===== src/rtl/a2d_pkg.sv =====
// Shared types and constants for the a2d_intf ADC round-robin sequencer
// and its SPI master.
package a2d_pkg;

  localparam int unsigned FRAME_W = 16;
  localparam int unsigned RES_W   = 12;

  localparam logic [2:0] CH_LFT   = 3'd0;
  localparam logic [2:0] CH_RGHT  = 3'd4;
  localparam logic [2:0] CH_STEER = 3'd5;
  localparam logic [2:0] CH_BATT  = 3'd6;

  typedef enum logic [1:0] {
    PTR_LFT,
    PTR_RGHT,
    PTR_STEER,
    PTR_BATT
  } ptr_t;

  typedef enum logic [1:0] {
    IDLE,
    CMD,
    GAP,
    READ
  } a2d_state_t;

  typedef enum logic [1:0] {
    SPI_IDLE,
    SPI_PORCH,
    SPI_SHIFT
  } spi_state_t;

  function automatic logic [2:0] ptr_to_chnl(input ptr_t p);
    logic [2:0] ch;
    case (p)
      PTR_LFT:   ch = CH_LFT;
      PTR_RGHT:  ch = CH_RGHT;
      PTR_STEER: ch = CH_STEER;
      default:   ch = CH_BATT;
    endcase
    return ch;
  endfunction

  function automatic logic [FRAME_W-1:0] cmd_frame(input logic [2:0] ch);
    return {2'b00, ch, 11'h000};
  endfunction

  // Two-sample mean, summed in 13 bits so the carry is kept before the shift.
  function automatic logic [RES_W-1:0] avg2(input logic [RES_W-1:0] a,
                                            input logic [RES_W-1:0] b);
    logic [RES_W:0] sum;
    sum = {1'b0, a} + {1'b0, b};
    return sum[RES_W:1];
  endfunction

endpackage


===== src/rtl/spi_mnrch.sv =====
// Generic 16-bit SPI master, mode 3 (SCLK idles high, MOSI changes on fall,
// MISO sampled on rise), with a full SCLK period of front porch.
module spi_mnrch
  import a2d_pkg::*;
#(
  parameter int unsigned SCLK_DIV_W = 5
) (
  input  logic               clk,
  input  logic               rst_n,
  input  logic               wrt,
  input  logic [FRAME_W-1:0] cmd,
  output logic               done,
  output logic [FRAME_W-1:0] rd_data,
  output logic               SS_n,
  output logic               SCLK,
  output logic               MOSI,
  input  logic               MISO
);

  localparam logic [SCLK_DIV_W-1:0] DIV_LAST = '1;
  localparam logic [SCLK_DIV_W-1:0] DIV_HALF = DIV_LAST >> 1;
  localparam logic [3:0]            BIT_LAST = 4'(FRAME_W - 1);

  spi_state_t              state_q, state_d;
  logic [SCLK_DIV_W-1:0]   div;
  logic [3:0]              bit_cnt;
  logic [FRAME_W-1:0]      shft;
  logic                    miso_smpl;
  logic                    div_end;
  logic                    last_bit;

  assign div_end  = (div == DIV_LAST);
  assign last_bit = (bit_cnt == BIT_LAST);

  always_ff @(posedge clk or negedge rst_n) begin
    if (!rst_n) state_q <= SPI_IDLE;
    else        state_q <= state_d;
  end

  always_comb begin
    state_d = state_q;
    case (state_q)
      SPI_IDLE:  if (wrt) state_d = SPI_PORCH;
      SPI_PORCH: if (div_end) state_d = SPI_SHIFT;
      SPI_SHIFT: if (div_end && last_bit) state_d = SPI_IDLE;
      default:   state_d = SPI_IDLE;
    endcase
  end

  // Each bit period is SCLK low for the first half of the divider and high for
  // the second; the sampled MISO bit is shifted in at the following fall so the
  // shared shift register only moves MOSI on falling edges.
  always_ff @(posedge clk or negedge rst_n) begin
    if (!rst_n) begin
      div       <= '0;
      bit_cnt   <= '0;
      shft      <= '0;
      miso_smpl <= 1'b0;
      SS_n      <= 1'b1;
      SCLK      <= 1'b1;
      done      <= 1'b0;
    end else begin
      done <= 1'b0;
      case (state_q)
        SPI_IDLE: begin
          if (wrt) begin
            SS_n    <= 1'b0;
            shft    <= cmd;
            div     <= '0;
            bit_cnt <= '0;
          end
        end
        SPI_PORCH: begin
          div <= div + 1'b1;
          if (div_end) SCLK <= 1'b0;
        end
        SPI_SHIFT: begin
          div <= div + 1'b1;
          if (div == DIV_HALF) begin
            SCLK      <= 1'b1;
            miso_smpl <= MISO;
          end
          if (div_end) begin
            shft    <= {shft[FRAME_W-2:0], miso_smpl};
            bit_cnt <= bit_cnt + 1'b1;
            if (last_bit) begin
              SS_n <= 1'b1;
              done <= 1'b1;
            end else begin
              SCLK <= 1'b0;
            end
          end
        end
        default: ;
      endcase
    end
  end

  assign MOSI    = SS_n ? 1'b0 : shft[FRAME_W-1];
  assign rd_data = shft;

endmodule


===== src/rtl/a2d_intf.sv =====
// Round-robin ADC sequencer: one two-frame conversion per nxt over lft/rght/
// steer/batt. Define A2D_AVG_EN to average the last two load-cell samples.
module a2d_intf
  import a2d_pkg::*;
#(
  parameter int unsigned SCLK_DIV_W = 5
) (
  input  logic        clk,
  input  logic        rst_n,
  input  logic        nxt,
  input  logic        MISO,
  output logic        SS_n,
  output logic        SCLK,
  output logic        MOSI,
  output logic [11:0] lft_ld,
  output logic [11:0] rght_ld,
  output logic [11:0] steer_pot,
  output logic [11:0] batt,
  output logic        cnv_cmplt
);

  a2d_state_t         state_q, state_d;
  ptr_t               ptr;
  logic               wrt;
  logic [FRAME_W-1:0] cmd;
  logic               done;
  logic [FRAME_W-1:0] rd_data;
  logic [RES_W-1:0]   sample;
  logic               wr_en;
  logic               unused_rd;

  spi_mnrch #(
    .SCLK_DIV_W(SCLK_DIV_W)
  ) u_spi (
    .clk    (clk),
    .rst_n  (rst_n),
    .wrt    (wrt),
    .cmd    (cmd),
    .done   (done),
    .rd_data(rd_data),
    .SS_n   (SS_n),
    .SCLK   (SCLK),
    .MOSI   (MOSI),
    .MISO   (MISO)
  );

  assign sample    = rd_data[RES_W-1:0];
  assign unused_rd = ^rd_data[FRAME_W-1:RES_W];

  always_ff @(posedge clk or negedge rst_n) begin
    if (!rst_n) state_q <= IDLE;
    else        state_q <= state_d;
  end

  always_comb begin
    state_d = state_q;
    wrt     = 1'b0;
    cmd     = '0;
    case (state_q)
      IDLE: begin
        if (nxt) begin
          wrt     = 1'b1;
          cmd     = cmd_frame(ptr_to_chnl(ptr));
          state_d = CMD;
        end
      end
      CMD:  if (done) state_d = GAP;
      GAP: begin
        wrt     = 1'b1;
        state_d = READ;
      end
      READ: if (done) state_d = IDLE;
      default: state_d = IDLE;
    endcase
  end

  assign wr_en = (state_q == READ) && done;

`ifdef A2D_AVG_EN
  logic [RES_W-1:0] lft_prev, rght_prev;
`endif

  always_ff @(posedge clk or negedge rst_n) begin
    if (!rst_n) begin
      lft_ld    <= '0;
      rght_ld   <= '0;
      steer_pot <= '0;
      batt      <= '0;
      cnv_cmplt <= 1'b0;
      ptr       <= PTR_LFT;
`ifdef A2D_AVG_EN
      lft_prev  <= '0;
      rght_prev <= '0;
`endif
    end else begin
      cnv_cmplt <= wr_en;
      if (wr_en) begin
        case (ptr)
`ifdef A2D_AVG_EN
          PTR_LFT: begin
            lft_ld   <= avg2(lft_prev, sample);
            lft_prev <= sample;
          end
          PTR_RGHT: begin
            rght_ld   <= avg2(rght_prev, sample);
            rght_prev <= sample;
          end
`else
          PTR_LFT:   lft_ld  <= sample;
          PTR_RGHT:  rght_ld <= sample;
`endif
          PTR_STEER: steer_pot <= sample;
          default:   batt      <= sample;
        endcase
        ptr <= ptr_t'(ptr + 2'd1);
      end
    end
  end

endmodule


===== config.mk =====
export PLATFORM = sky130hd
export DESIGN_NAME = a2d_intf
export DESIGN_NICKNAME = d
export VERILOG_FILES = /design/src/rtl/a2d_pkg.sv /design/src/rtl/spi_mnrch.sv /design/src/rtl/a2d_intf.sv
export SDC_FILE = /design/constraint.sdc
export NUM_CORES = 1
export LEC_CHECK = 0
export BUFFER_PORTS_ARGS = -buffer_cell sky130_fd_sc_hd__buf_2
export CAP_MARGIN = 20
export CORE_ASPECT_RATIO = 1.2
export CORE_MARGIN = 8
export CORE_UTILIZATION = 40
export CTS_CLUSTER_DIAMETER = 40
export DETAILED_ROUTE_END_ITERATION = 10
export PLACE_DENSITY = 0.7
export SYNTH_ARGS = -nofsm -noshare
export SYNTH_HDL_FRONTEND = slang
export SYNTH_HIERARCHICAL = 1
export SYNTH_SLANG_ARGS = --single-unit

===== constraint.sdc =====
create_clock -name clk -period 1.7 [get_ports clk]
set_input_delay 0 -clock clk [delete_from_list [all_inputs] [get_ports clk]]
set_output_delay 0 -clock clk [all_outputs]
set_load 0.02 [all_outputs]

Word level (Yosys, flattened, before mapping):

Cells that the tools add are included.

* add/sub/neg operators: 3
* multipliers: 0
* divide/modulo/power cells: 0
* magnitude comparators: 0
* equality and inequality tests: 18
* shifts and indexed selects: 0
* multiplexer cells: 34
* bitwise gates (word level): 1
* reduce and logical (&&, ||, !) cells: 21

Operator list (count)
* 16-bit two-way mux: 2
* 16-bit case mux with 2 select lines: 1
* 14-bit two-way mux: 2
* 2-bit by 1-bit != test with 1-bit output (second input constant): 7
* 2-bit AND reduction: 7
* 1-bit two-way mux: 12
* 2-bit two-way mux: 6
* 5-bit case mux with 2 select lines: 1
* 3-bit case mux with 3 select lines: 1
* 3-bit AND reduction: 3
* 2-bit equality test (second input constant): 4
* 4-bit two-way mux: 2
* 2-bit case mux with 4 select lines: 1
* 4-bit case mux with 2 select lines: 1
* 2-bit by 1-bit equality test with 1-bit output (second input constant): 3
* 2-bit logical NOT: 3
* 1-bit case mux with 2 select lines: 3
* 2-bit case mux with 3 select lines: 1
* 2-bit nonzero test: 3
* 5-bit by 1-bit adder with 5-bit output (second input constant): 1
* 5-bit by 4-bit equality test with 1-bit output (second input constant): 1
* 5-bit equality test (second input constant): 1
* 5-bit two-way mux: 1
* 4-bit by 1-bit adder with 4-bit output (second input constant): 1
* 8 further kinds: 9

* flip-flop bits (word level): 84
* latch bits: 0
* RAM bits: 0
* bits in read-only memories: 0
* output and inout port bits: 52
* memories: 0

Logic depth before layout (Yosys ltp):

Gate-level depths: netlist of the first run.

* depth in word-level cells: 6
* mapped depth: 9
* mapped depth without buffers: 8

Cells and area by module:

Netlist of the first run, hierarchy kept.

Modules (own cells, without submodules)
* a2d_intf: times used 1, cells each 139, area each 2358.5 um^2, seq. area each 1326.3 um^2
* spi_mnrch: times used 1, cells each 152, area each 1575.3 um^2, seq. area each 778.2 um^2

Worst setup path before layout of the first run:

No wires, ideal clock.

* kind: register -> register
* start: reg u_spi.div[0]
* end: reg u_spi.state_q[0]
* library setup time: 0.125 ns
* arrival time: 1.589 ns
* data required time: 1.575 ns
* slack: -0.013 ns
* stages on the path, launching flop included: 8
* clock period less this slack: 1.713 ns
* path through: dfrtp_1 -> ha_1 -> and3_1 -> ha_1 -> nand2b_1 -> nand2_1 -> a21oi_1 -> mux2_2

* longest elaborated chain between the ends: 4
* elaborated cells between the ends (all ways): 5
* those cells by class: eq/ne (3); reduce/logical (2)

Ends and longest elaborated chain
* start, declared: line spi_mnrch.sv:25 `logic [SCLK_DIV_W-1:0] div;`
* start signal, assigned: line spi_mnrch.sv:74 `div <= div + 1'b1;`
* start signal, assigned: line spi_mnrch.sv:78 `div <= div + 1'b1;`
* 5-bit equality test *: line spi_mnrch.sv:32 `assign div_end = (div == DIV_LAST);`
* 1-bit logical AND: line spi_mnrch.sv:45 `SPI_SHIFT: if (div_end && last_bit) state_d = SPI_IDLE;`
* 2-bit by 1-bit != test with 1-bit output (no source line)
* 3-bit AND reduction (no source line) *
* end signal, assigned: line spi_mnrch.sv:37 `else state_q <= state_d;`
* end, declared: line spi_mnrch.sv:24 `spi_state_t state_q, state_d;`

Mark *: on every way between the ends. The rest lies on a longest branch, timed or not.
A chain may end at the register's enable or synchronous reset.

==> out/summary.txt, run 1 <==
H-tree depth: 3
crit path max fanout: 4
final HPWL from detailed placement: 5520 um
residual DRC count: 0
CP Cell Sequence: inv_2 -> ha_4 -> nand2_4 -> nand2b_4 -> and2b_4 -> a21oi_4 -> buf_6 -> nand4_1 -> mux2i_1
Num CTS Buffers: 9
CTS root buffer: clkbuf_16
crit-path leading delay family: simple AND/OR/NAND/NOR gates
Internal: 3.08 mW
TNS Setup: 0 ns
Top-Level Pins: 56
clock share of power: 45.6%
vias in the first global route: 2552
worst skew pair latency: 0.34 ns
power density over the cells: 785 nW/um^2
fin util: 52.4%
Flop pwr share: 51.9%
Final Power: 3.94 mW
cell depth of the worst setup path: 9
die width: 107 um
Post-synth top cells: dfrtp_1 (82), mux2_4 (40), nor2_1 (24)
Hold WS: 0.124 ns
combinational cell fraction of total power: 2.4%
Total GRT Usage: 12.4%
hold path depth: 3
Final min period: 1.69 ns
DIE AREA: 13300 sq um
initial antenna violation count: 1
Cell Area, Synth: 3930 sq um
drt total wl: 8110 um
Final setup viols: 0
Critical Path Sink Type: flip-flop
Vias/cell: 4.82
Die Y-Extent: 125 um
final instance area: 5010 sq um
routed via count: 2456
hold_sp: nxt
Remaining Overflow, GRT: 0
Netlist cell types: 36
Slew HR: 59.6%
Max Freq: 0.592 GHz
Worst path slowest cell: dfrtp_2
crit start category: flip-flop
P_sw: 863 uW
WHS Endpoint: state_q[0]
WP data arrival: 1.90 ns
Clock transition at path regs: 0.06 ns
R2R cell count: 9
post-route ant nets: 0
first-pass GRT wire length: 13100 um
Rows: 39
sw frac: 21.9%
Cell Area, Placed: 4450 sq um
post-DR wirelength/cell: 15.9 um
CP Class: reg2reg
share of the synthesized area in the top cell type: 52.2%
Sink Count: 84
P_leak: 2.69 nW
Buf/Inv on CP: 2
Initial Utilization: 41.1%
status: finished, final reports clean
Most used DFF post-synth: dfrtp_1
CP required: 1.91 ns
Post-synth EDFFs: 0
RSZ-0062 raised after global routing: yes
register area share after synthesis: 53.5%
syn_area_per_cell: 13.5 sq um
internal reg-to-reg setup slack: 0.01 ns
first drt pass iteration count: 4
slowest stage delay, CP: 0.44 ns
Yosys reg bits: 84
Max Cap Viol: 0
top post-synthesis cells by area: dfrtp_1 (52%), mux2_4 (15%), ha_1 (5.1%), mux2i_1 (4.8%), mux2_2 (3.4%)
largest area contributor in the netlist: dfrtp_1
worst slew pin tran: 0.606 ns
1st-iter DRT viols: 124
Critical R2R Launch: state_q[1]
post-synthesis async set-or-reset flop share: 100%
Net count, final: 402
Peak VDD IR: 0.421 mV
pre-CTS WS: -0.0364 ns
share of layout cells above drive strength 1: 48.8%
Hold WC Path Type: in2reg
synth-to-layout area growth: 27.5%
Final Hold Fails: 0
Cells after Synth: 291
min setup slack post-route: 0.0113 ns
CORE AREA: 9560 sq um
Placed Instances: 485
Finished Layout Cells: 510
period utilisation layout: 99.3%
most common cell in the netlist: dfrtp_1
# diodes: 0
GPL Wtd Cong: 0.740
IO buf count: 55
Final Max Slew Viols: 0
reg-to-reg endpoint: u_spi/bit_cnt[3]
clock tree from TritonCTS: yes
clock skew: 0.00821 ns
largest net degree at the start of global routing: 48
CTS Buffer Depth: 2
synth warn: 6
-- worst max path at each step --
stage,endpoint,slack [ns],from
4_1_cts,u_spi/rd_data[15],0.004,state_q[1]
2_1_floorplan,u_spi/bit_cnt[2],0.02,state_q[0]
6_report,u_spi/bit_cnt[3],0.01,state_q[1]
3_5_place_dp,u_spi/state_q[1],-0.04,u_spi/div[1]
3_3_place_gp,u_spi/state_q[0],0.02,state_q[0]
5_1_grt,u_spi/bit_cnt[3],-0.05,state_q[1]
-- power groups by stage --
stage / logic, mW / clock network (mW) / registers, mW
after global placement: 0.0850 / 0 / 2.08
after floorplan: 0.0307 / 0 / 2.07
after CTS: 0.0917 / 1.85 / 2.04
after detailed placement: 0.0884 / 0 / 2.08
final: 0.0950 / 1.80 / 2.05
after global routing: 0.110 / 1.94 / 2.05
-- worst min-delay path: cells and delay by family --
| family | cells | cell delay, ns |
|---|---|---|
| mux | 1 | 0.13 |
| compound gates | 1 | 0.14 |
| buf+inv | 1 | 0.14 |
-- sequential cells by signal (all words and copies together) (netlist names) --
register and cells:
u_spi/SS_n 1, u_spi/rd_data 16, cnv_cmplt 1, ptr 2, state_q 2, u_spi/SCLK 1
u_spi/bit_cnt 4, u_spi/div 5, steer_pot 12, batt 12, lft_ld 12, u_spi/done 1
rght_ld 12, u_spi/state_q 2, u_spi/miso_smpl 1
-- per-layer routing --
layer / wire length [um] / up-vias / GRT usage, %
met5: 8 / - / 0
met4: 170 / 2 / 6.31
met3: 447 / 14 / 3.67
met2: 4040 / 50 / 20.1
met1: 3440 / 1210 / 14.6
li1: - / 1180 / -
-- placed cells by master, fill, tap and decap left out, drive strengths merged --
cell,Yosys,layout
buf,12,76
nand3,3,3
dfrtp,82,82
and2b,1,1
nor2,24,24
nor2b,1,1
mux2,52,52
clkbuf,0,12
and3,5,5
clkinv,0,5
o31ai,1,1
or2,1,1
nand2b,4,4
a21o,1,1
nand4,1,1
o22ai,1,1
a22o,2,2
o21ai,7,7
mux2i,19,19
a22oi,1,1
nand2,14,14
conb,1,13
a31o,1,1
xnor2,1,1
ha,16,16
a21oi,23,23
a32o,1,1
dfstp,2,2
inv,11,11
dlygate4sd3,0,2
nor3,2,2
clkinvlp,0,1
and2,1,1
-- logic make-up (layout without fill, tap and decap cells) --
| family | Yosys count | count (layout) | synth area share [%] |
|---|---|---|---|
| AOI/OAI and AO/OA | 38 | 38 | 5.76 |
| xor gates and xnor gates | 1 | 1 | 0.223 |
| adders and majority gates | 16 | 16 | 5.09 |
| buffers and inverters | 23 | 107 | 4.20 |
| DFF | 84 | 84 | 53.5 |
| muxes | 71 | 71 | 23.5 |
| other | 1 | 13 | 0.0953 |
| and+or+nand+nor | 57 | 57 | 7.60 |
-- area by class of cell --
| cell class | instances | area, sq um |
|---|---|---|
| clock buffers | 10 | 239 |
| clock inverters | 6 | 40.0 |
| fillers | 809 | 4550 |
| inverters | 11 | 41.3 |
| multi-input cells | 196 | 1880 |
| flip-flops and latches | 84 | 2110 |
| well taps | 123 | 154 |
| repair buffers | 80 | 554 |
-- timing repair --
action	4_1_cts	5_1_grt
hold buffers	2	0
buffers inserted	1	5
pin swaps	0	2
endpoints found under the hold margin	44	0
gates resized for setup	6	41
setup endpoints to repair	22	32
cloned	0	2
Power figures use the tool's default switching activity.
==> inputs of run 2 (changes only) <==
Settings changed: CORE_ASPECT_RATIO 1.2 to unset.
==> out/summary.txt, run 2 (synthesized netlist as in run 1, its figures left out) <==
CP required: 1.94 ns (+0.03 ns)
Final Max Slew Viols: 0 (unchanged)
met3 Track Usage GR: 4.31% (+0.63 points)
WHS Endpoint: state_q[0]
clock tree from TritonCTS: yes
CTS root buffer: clkbuf_8
most common cell after layout, fill and taps aside: dfrtp_1
crit path max fanout: 8 (+4)
Total GRT Usage: 12.6% (+0.13 points)
Hold WS: 0.0736 ns (-0.0500 ns)
Sink Count: 84 (unchanged)
Initial Utilization: 40.8% (-0.32 points)
CP Cell Sequence: inv_2 -> ha_4 -> nand2_4 -> nand2b_4 -> and2b_4 -> a21oi_4 -> buf_12 -> buf_12 -> nor2_2 -> a21oi_4
WP data arrival: 1.95 ns (+0.05 ns)
worst slew pin tran: 0.590 ns (-0.0160 ns)
Rows: 36 (-7.7%)
Final setup viols: 1 (+1)
synth-to-layout area growth: 29.4%
1st-iter DRT viols: 77 (-38%)
Final Hold Fails: 0 (unchanged)
CORE AREA: 9640 sq um (+0.78%)
Hold WC Path Type: in2reg
slowest stage delay, CP: 0.43 ns (about the same)
status: complete, but fails checks
CP Class: reg2reg
failing checks: negative setup slack
power density over the cells: 720 nW/um^2 (-8.3%)
Buf/Inv on CP: 3 (+1)
GR peak layer: met2
Max Freq: 0.586 GHz (-0.98%)
vias in the first global route: 2583 (+1.2%)
largest net degree at the start of global routing: 46 (-4.2%)
reg-to-reg endpoint: u_spi/rd_data[12]
Peak VDD IR: 0.457 mV (+8.7%)
Slew HR: 60.7% (+1.1 points)
Clock transition at path regs: 0.09 ns (+0.03 ns)
GPL Wtd Cong: 0.749 (+1.3%)
Critical R2R Launch: state_q[1]
Num CTS Buffers: 9 (unchanged)
Final min period: 1.71 ns (+0.0167 ns)
first drt pass iteration count: 4 (unchanged)
CTS Buffer Depth: 2 (unchanged)
Max Cap Viol: 0 (unchanged)
Die Y-Extent: 115 um (-7.6%)
DIE AREA: 13300 sq um (-0.10%)
RSZ-0062 raised after global routing: yes
initial antenna violation count: 0 (-1)
Final Power: 3.67 mW (-6.9%)
min setup slack post-route: -0.00532 ns (-0.0167 ns)
P_leak: 2.65 nW (-1.6%)
crit-path leading delay family: simple AND/OR/NAND/NOR gates
internal reg-to-reg setup slack: -0.005 ns (-0.02 ns)
hold path depth: 3 (unchanged)
die width: 115 um (+8.1%)
share of layout cells above drive strength 1: 51.0% (+2.2 points)
met1 Track Usage GR: 15.4% (+0.74 points)
R2R cell count: 10 (+1)
pre-CTS WS: -0.0729 ns (-0.0365 ns)
worst skew pair latency: 0.36 ns (+0.02 ns)
number of flip-flops in the largest register: 16 (unchanged)
crit start category: flip-flop
final HPWL from detailed placement: 5500 um (-0.44%)
clock skew: 0.00816 ns (-0.0000456 ns)
met2 usage: 20.7% (+0.60 points)
# diodes: 0 (unchanged)
residual DRC count: 0 (unchanged)
period utilisation layout: 100% (+0.98 points)
Vias/cell: 4.77 (-1.0%)
Top-Level Pins: 56 (unchanged)
TNS Setup: -0.00532 ns (-0.00532 ns)
H-tree depth: 3 (unchanged)
hold_sp: nxt
IO buf count: 55 (unchanged)
first-pass GRT wire length: 13200 um (+1.0%)
Net count, final: 407 (+1.2%)
commonest cells after routing, fill and taps aside: dfrtp_1 (82), buf_2 (54), mux2_4 (42)
drt total wl: 8440 um (+4.1%)
Critical Path Sink Type: flip-flop
routed via count: 2502 (+1.9%)
Remaining Overflow, GRT: 0 (unchanged)
post-DR wirelength/cell: 16.1 um (+1.1%)
post-route ant nets: 0 (unchanged)
Worst path slowest cell: dfrtp_1
==> run 2: cell count changes in the layout (fill, tap and decap cells not counted), moves of 4 or more <==
cell,change
a21oi_1,-8
nand2_4,-4
clkbuf_16,-11
nor2_2,-7
nand2_8,+4
a21oi_2,+6
nor2_4,+8
buf_4,+6
clkbuf_8,+8
inv_6,+4
==> run 2: per-layer routing <==
| layer | wire length (um) | up-vias |
|---|---|---|
| li1 | - | 1188 |
| met1 | 3700 | 1241 |
| met2 | 4090 | 61 |
| met3 | 527 | 12 |
| met4 | 120 | 0 |
| met5 | 0 | - |
==> run 2: through the flow <==
stage	area [sq um]	util, %	instances
after floorplan	3980	-	303
after global placement	4460	46.2	496
after detailed placement	4460	46.2	496
after CTS	4890	50.8	524
after global routing	5090	52.8	525
final	5090	52.8	525
==> run 2: area by class of cell <==
| cell class | instances | area (sq um) |
|---|---|---|
| clock buffers | 9 | 124 |
| clock inverters | 7 | 81.3 |
| fillers | 811 | 4550 |
| inverters | 11 | 41.3 |
| multi-input cells | 196 | 1990 |
| flip-flops and latches | 84 | 2100 |
| well taps | 133 | 166 |
| repair buffers | 85 | 586 |
==> run 2: worst max-delay path by stage <==
stage / startpoint / end / slack, ns / cells past startpoint
CTS: state_q[1] / lft_ld[11] / -0.01 / 5
floorplan: state_q[0] / u_spi/bit_cnt[2] / 0.02 / 9
detailed placement: u_spi/div[1] / u_spi/rd_data[12] / -0.07 / 8
global placement: u_spi/div[1] / u_spi/state_q[0] / -0.008 / 7
finish: state_q[1] / u_spi/rd_data[12] / -0.005 / 10
global route: state_q[1] / u_spi/rd_data[1] / -0.08 / 10
==> run 2: power by group <==
group	switching (mW)	internal [mW]	total, mW	leakage (nW)
combinational	0.0650	0.0380	0.103	1.42
clock	0.809	0.708	1.52	0.107
sequential	0.0319	2.01	2.05	1.12
==> run 2: repair_timing <==
item / 4_1_cts / 5_1_grt
setup buffers: 8 / 2
hold buffers: 2 / 0
setup endpoints to repair: 22 / 38
hold endpoints to repair: 43 / 0
gates cloned: 2 / 0
gates resized for setup: 18 / 51
pin swaps: 2 / 4
==> run 2: worst min-delay path: cells and delay by family <==
family                 cells  cell delay, ns
AO/OA/AOI/OAI              1            0.12
buffers and inverters      1            0.15
multiplexers               1            0.13
